`src/rtl/alu.sv`:
```
// 32-bit ALU: combinational result plus a one-cycle registered capture stage
// (result_q, zero_q, out_valid) loaded on in_valid.
module alu (
  input  logic        clk,
  input  logic        rst_n,
  input  logic [31:0] op_a,
  input  logic [31:0] op_b,
  input  logic [3:0]  alu_op,
  input  logic        in_valid,
  output logic [31:0] result,
  output logic [31:0] result_q,
  output logic        zero_q,
  output logic        out_valid
);

  typedef enum logic [3:0] {
    OP_ADD  = 4'b0000,
    OP_SUB  = 4'b0001,
    OP_AND  = 4'b0010,
    OP_OR   = 4'b0011,
    OP_XOR  = 4'b0100,
    OP_SLL  = 4'b0101,
    OP_SRL  = 4'b0110,
    OP_SRA  = 4'b0111,
    OP_SLT  = 4'b1000,
    OP_SLTU = 4'b1001
  } alu_op_e;

  logic [4:0] shamt;
  logic       lt_signed;
  logic       lt_unsigned;

  // Only the low five bits of op_b form the shift amount.
  assign shamt       = op_b[4:0];
  assign lt_signed   = $signed(op_a) < $signed(op_b);
  assign lt_unsigned = op_a < op_b;

  always_comb begin
    result = '0;
    case (alu_op)
      OP_ADD:  result = op_a + op_b;
      OP_SUB:  result = op_a - op_b;
      OP_AND:  result = op_a & op_b;
      OP_OR:   result = op_a | op_b;
      OP_XOR:  result = op_a ^ op_b;
      OP_SLL:  result = op_a << shamt;
      OP_SRL:  result = op_a >> shamt;
      OP_SRA:  result = $unsigned($signed(op_a) >>> shamt);
      OP_SLT:  result = {31'b0, lt_signed};
      OP_SLTU: result = {31'b0, lt_unsigned};
      default: result = '0;
    endcase
  end

  always_ff @(posedge clk or negedge rst_n) begin
    if (!rst_n) begin
      result_q  <= '0;
      zero_q    <= 1'b0;
      out_valid <= 1'b0;
    end else if (in_valid) begin
      result_q  <= result;
      zero_q    <= (result == '0);
      out_valid <= 1'b1;
    end else begin
      out_valid <= 1'b0;
    end
  end

endmodule

```
`config.mk`:
```
export PLATFORM = sky130hd
export DESIGN_NAME = alu
export DESIGN_NICKNAME = d
export VERILOG_FILES = /design/src/rtl/alu.sv
export SDC_FILE = /design/constraint.sdc
export NUM_CORES = 1
export LEC_CHECK = 0
export ABC_AREA = 0
export CORE_MARGIN = 2
export CORE_UTILIZATION = 45
export DETAILED_ROUTE_END_ITERATION = 8
export HOLD_SLACK_MARGIN = 0.1
export PLACE_DENSITY = 0.69
export SKIP_CTS_REPAIR_TIMING = 1
export SLEW_MARGIN = 15
export SYNTH_ARGS = -nofsm -noshare
export SYNTH_HDL_FRONTEND = slang
export SYNTH_SLANG_ARGS = --single-unit
```
`constraint.sdc`:
```
create_clock -name clk -period 6.83 [get_ports clk]
set_input_delay 0.683 -clock clk [delete_from_list [all_inputs] [get_ports clk]]
set_output_delay 0.683 -clock clk [all_outputs]
set_load 0.05 [all_outputs]
```
### Word level (Yosys, flattened, before mapping)

Cells that the tools add are included.

* register bits after elaboration: 34
* input port bits: 71
* logic and storage cells: 26

* $add $sub $neg: 2
* $lt $le $gt $ge: 2
* eq/ne operators: 9
* shift-type cells: 3
* muxes and demuxes: 2
* bitwise logic cells: 3
* reductions and logical operators: 2

Operators with widths (number)
* case mux 32 bit (10 select lines): 1
* less-than comparator 32 bit: 2
* adder 32 bit: 1
* bitwise AND 32 bit: 1
* zero test 32 bit: 1
* bitwise OR 32 bit: 1
* left shift 32 x 5 -> 32 bit: 1
* >> shifter 32 x 5 -> 32 bit: 1
* >>> shifter 32 x 5 -> 32 bit: 1
* subtractor 32 bit: 1
* XOR 32 bit: 1
* == test 4 x 3 -> 1 bit, second input constant: 4
* == test 4 x 2 -> 1 bit, second input constant: 2
* == test 4 bit, second input constant: 2
* == test 4 x 1 -> 1 bit, second input constant: 1
* zero test 4 bit: 1
* two-way mux 1 bit: 1

### Depth between registers and ports, before layout

* depth after elaboration: 3
* gate-level depth with buffers: 18
* mapped depth without buffers: 14

### Worst setup path before layout

Ideal clock, no wire load.

* kind: input -> output
* from: in op_b[2]
* to: out result[19]
* arrival: 4.871 ns
* data required time: 6.147 ns
* slack: 1.276 ns
* stages: 14
* buffers on the path: 5
* path through: buf_2 > buf_6 > inv_1 > buf_1 > clkbuf_1 > ha_1 > clkbuf_1 > nor4b_2 > nor3_1 > o21bai_1 > a21oi_1 > o21ai_0 > a221oi_1 > o21ai_0

* longest elaborated chain between the ends: 2
* elaborated cells between the ends (all ways): 6
* classes of those cells: 2 x add/sub; 3 x shift; 1 x mux

Ends and longest elaborated chain
* start: declaration: RTL line 7 `input logic [31:0] op_b,`
* subtractor 32 bit (tied with other cells): RTL line 42 `OP_SUB: result = op_a - op_b;`
* case mux 32 bit (10 select lines) (*): RTL line 40 `case (alu_op)`
* end: declaration: RTL line 10 `output logic [31:0] result,`

Every way passes the cells marked *; elsewhere a longest branch is shown, timed or not.

### Worst setup path after layout

* from: in op_a[1]
* to: out result[19]

* longest elaborated chain between the ends: 2
* elaborated cells between the ends (all ways): 6
* classes of those cells: 2 x add/sub; 3 x shift; 1 x mux

Ends and longest elaborated chain
* start: declaration: RTL line 6 `input logic [31:0] op_a,`
* subtractor 32 bit (tied with other cells): RTL line 42
* case mux 32 bit (10 select lines) (*): RTL line 40

Marks and branches as above.

==> impl_metrics.prom <==
# TYPE chip_impl_metric gauge
chip_impl_info{name="run_status",value="complete, no violations"} 1
chip_impl_metric{name="fin_clk_skew",unit="ns"} 0
chip_impl_metric{name="worst_ep_arrival_time",unit="ns"} 5.45
chip_impl_metric{name="asyncSetResetFlopFracSynth",unit=""} 1.00
chip_impl_metric{name="chipHeight",unit="um"} 164
chip_impl_metric{name="die_area",unit="um2"} 26900
chip_impl_metric{name="h-tree-depth",unit=""} 2
chip_impl_metric{name="slew_viol_final",unit=""} 0
chip_impl_metric{name="clk_latency",unit="ns"} 0.28
chip_impl_metric{name="antennaDiodeCount",unit=""} 0
chip_impl_info{name="top_delay_family_on_crit_path",value="compound AO/OA/AOI/OAI gates"} 1
chip_impl_metric{name="power_density",unit="nW/um2"} 136
chip_impl_metric{name="io_buffer_count",unit=""} 136
chip_impl_metric{name="drt-initial-drc-count",unit=""} 1997
chip_impl_metric{name="pin_count_of_the_biggest_net_entering_global_routing",unit=""} 91
chip_impl_metric{name="global_route.overflow_total",unit=""} 0
chip_impl_metric{name="num_rows",unit=""} 58
chip_impl_metric{name="layout.filler_cells",unit=""} 2467
chip_impl_metric{name="cp.depth",unit=""} 13
chip_impl_metric{name="netlist.area_leader.share",unit=""} 0.107
chip_impl_metric{name="placeable_area",unit="um2"} 25200
chip_impl_metric{name="cap_violations",unit=""} 0
chip_impl_info{name="root_buffer",value="clkbuf_16"} 1
chip_impl_metric{name="grt_first_pass_wirelength",unit="mm"} 83.5
chip_impl_metric{name="grt_pass1_vias",unit=""} 12800
chip_impl_metric{name="leakagePower",unit="nW"} 5.51
chip_impl_metric{name="initial_core_util",unit=""} 0.457
chip_impl_metric{name="gpl.final_weighted_congestion",unit=""} 1.01
chip_impl_metric{name="period_needed",unit="ns"} 6.13
chip_impl_metric{name="drc",unit=""} 0
chip_impl_metric{name="io-pin-count",unit=""} 137
chip_impl_metric{name="layout.area.seq",unit="um2"} 851
chip_impl_metric{name="floorplan.die.width",unit="um"} 164
chip_impl_metric{name="num-nets-final",unit=""} 1810
chip_impl_info{name="cp-start-kind",value="input port"} 1
chip_impl_metric{name="layout-drive-gt1-share",unit=""} 0.117
chip_impl_metric{name="max-vdd-ir-drop",unit="V"} 0.000189
chip_impl_metric{name="min_period_over_period",unit=""} 0.898
chip_impl_metric{name="drtAntennaViolNets",unit=""} 0
chip_impl_info{name="cp-end-kind",value="output port"} 1
chip_impl_info{name="synth.largest_area_cell",value="ha_1"} 1
chip_impl_info{name="grt_setup_unrepaired",value="false"} 1
chip_impl_metric{name="area_growth_syn_to_layout",unit="%"} 16.3
chip_impl_metric{name="setup_tns",unit="ns"} 0
chip_impl_metric{name="synthesis.instances",unit=""} 1558
chip_impl_metric{name="crit_buf_inv",unit=""} 4
chip_impl_metric{name="clk_transition_reported_paths",unit="ns"} 0.06
chip_impl_info{name="cts_tree",value="done"} 1
chip_impl_info{name="max_stage_delay_cell_worst_path",value="clkdlybuf4s50_1"} 1
chip_impl_metric{name="min_path_cells",unit=""} 2
chip_impl_metric{name="ff2ff_path_depth",unit=""} 1
chip_impl_metric{name="viasPerCell",unit=""} 7.02
chip_impl_info{name="ys.flop_type",value="dfrtp_1"} 1
chip_impl_metric{name="cts-buffers-inserted",unit=""} 5
chip_impl_metric{name="utilization",unit=""} 0.532
chip_impl_metric{name="tritoncts_num_sinks",unit=""} 34
chip_impl_metric{name="setup_viol",unit=""} 0
chip_impl_metric{name="hold_violations",unit=""} 0
chip_impl_metric{name="multiInputGateArea",unit="um2"} 9650
chip_impl_metric{name="fmax",unit="MHz"} 163
chip_impl_metric{name="routed_wire_length_per_instance",unit="um"} 28.9
chip_impl_metric{name="synth_nets",unit=""} 1729
chip_impl_metric{name="synth_edf_count",unit=""} 0
chip_impl_metric{name="antenna_violations_before_repair",unit=""} 1
chip_impl_metric{name="seq_area_frac_synth",unit=""} 0.0739
chip_impl_info{name="worst-setup-path-type",value="input port to output port"} 1
chip_impl_info{name="critical_path_cell_list",value="clkdlybuf4s50_1 > inv_1 > ha_1 > o21bai_1 > nor4b_2 > buf_4 > nor3_1 > o21bai_1 > a21oi_1 > o21ai_0 > a221oi_1 > o21ai_0 > clkdlybuf4s50_1"} 1
chip_impl_metric{name="routed-via-count",unit=""} 13800
chip_impl_metric{name="crit_path_max_incr_delay",unit="ns"} 0.93
chip_impl_info{name="timing.hold.worst.class",value="flip-flop to flip-flop"} 1
chip_impl_metric{name="critPathRequiredTime",unit="ns"} 6.15
chip_impl_metric{name="tightest_slew",unit="ns"} 1.09
chip_impl_metric{name="globalRouteTotalUtil",unit=""} 0.415
chip_impl_metric{name="synth_area_per_cell",unit="um2"} 7.39
chip_impl_metric{name="first_pass_iters",unit=""} 7
chip_impl_metric{name="worst-path-max-fanout",unit=""} 9
chip_impl_metric{name="clock_tree.buffer_depth",unit=""} 2
chip_impl_info{name="post_synth_main_area_contributors",value="ha_1, mux4_2, dfrtp_1"} 1
chip_impl_metric{name="timing.max_slew.rel_slack",unit=""} 0.267
chip_impl_metric{name="number_of_distinct_standard_cells_referenced_by_the_synthesized_netlist",unit=""} 93
chip_impl_metric{name="syn-cell-area",unit="um2"} 11500
chip_impl_metric{name="postRouteWirelength",unit="mm"} 56.9
chip_impl_metric{name="synth.yosys.warnings",unit=""} 0
chip_impl_metric{name="yosys_register_bits",unit=""} 34
chip_impl_metric{name="dp_hpwl",unit="mm"} 44.6
[Yosys cell counts (11+ instances only)]
library cell  instances
nand4_1              16
a211oi_1             27
and2_1               11
nor2b_1              22
xnor2_1              11
nor3_1               54
a221oi_1             13
o21a_1               13
ha_1                 98
a21o_1               17
dfrtp_1              34
mux2_2               24
nand2b_1             18
a211o_1              11
o22ai_1              12
buf_2                21
nand2_1             117
a2111oi_0            13
buf_1                12
a21oi_1             119
mux4_2               51
a31oi_1              18
nor4_1               15
a22oi_1              31
o21ai_0              70
o211ai_1             30
mux2_1               11
mux2i_1              54
nand3_1              33
o221ai_1             16
o31ai_1              21
clkbuf_1             88
nor2_1              142
inv_1               113
[cells in the final DEF (no fill, tap or decap), types with 17 or more instances in the layout]
| cell type | count |
|---|---|
| nand3_1 | 33 |
| nor3_1 | 54 |
| mux2i_1 | 54 |
| nand2_1 | 117 |
| mux2_2 | 24 |
| o21ai_0 | 70 |
| a22oi_1 | 31 |
| o211ai_1 | 30 |
| dfrtp_1 | 34 |
| ha_1 | 98 |
| nor2_1 | 142 |
| inv_1 | 113 |
| a31oi_1 | 18 |
| buf_4 | 75 |
| clkdlybuf4s50_1 | 127 |
| a211oi_1 | 27 |
| a21oi_1 | 119 |
| o31ai_1 | 21 |
| nor2b_1 | 22 |
| mux4_2 | 51 |
| a21o_1 | 17 |
| nand2b_1 | 18 |
[logic make-up after synthesis]
kind of cell / share of synthesized area
mux: 0.181
buf+inv: 0.0904
flops: 0.0739
compound gates: 0.325
xor+xnor: 0.00837
fa+ha+maj: 0.110
simple gates: 0.211
[routing by layer]
| layer | up-vias | share of wire | GRT usage |
|---|---|---|---|
| li1 | 6073 | - | - |
| met1 | 6610 | 0.40 | 0.560 |
| met2 | 975 | 0.43 | 0.635 |
| met3 | 163 | 0.11 | 0.0843 |
| met4 | 2 | 0.058 | 0.195 |
| met5 | - | 0.00019 | 0 |
[final cells by class]
class	count	area share
Clock inverter	1	0.000374
Clock buffer	7	0.0107
Sequential cell	34	0.0635
Inverter	117	0.0328
Multi-Input combinational cell	1274	0.721
Timing Repair Buffer	207	0.141
Tap cell	330	0.0308
[power breakdown]
part,internal [mW],switching (mW)
Clock,0.145,0.0901
Combinational,0.456,0.876
Sequential,0.233,0.0168
Total,0.834,0.982
[state kept, by name (all words and copies together) (netlist names)]
| register | cells |
|---|---|
| result_q | 32 |
| out_valid | 1 |
| zero_q | 1 |
[final timing paths]
kind                                               start  slack, ns                        to
worst max-delay path                             op_a[1]       0.70                result[19]
worst min-delay path                  zero_q$_DFFE_PN0P_       0.49        zero_q$_DFFE_PN0P_
worst max register to register  result_q[10]$_DFFE_PN0P_       6.04  result_q[10]$_DFFE_PN0P_
worst min register to register        zero_q$_DFFE_PN0P_       0.49        zero_q$_DFFE_PN0P_
max in group asynchronous                          rst_n       5.69  result_q[25]$_DFFE_PN0P_
min in group asynchronous                          rst_n       0.82   result_q[9]$_DFFE_PN0P_
[metrics by stage]
stage | power (mW) | std cells | hold slack (ns) | setup slack [ns] | cell area (um2)
5_1_grt | 1.90 | 1970 | 0.511 | 0.495 | 13400
3_5_place_dp | 1.55 | 1962 | 0.478 | 0.772 | 13200
6_report | 1.82 | 1970 | 0.490 | 0.699 | 13400
2_1_floorplan | 1.09 | 1558 | 0.387 | 1.28 | 11500
3_3_place_gp | 1.54 | 1962 | 0.477 | 0.914 | 13200
4_1_cts | 1.79 | 1970 | 0.493 | 0.746 | 13400
(Power assumes the default switching activity.)
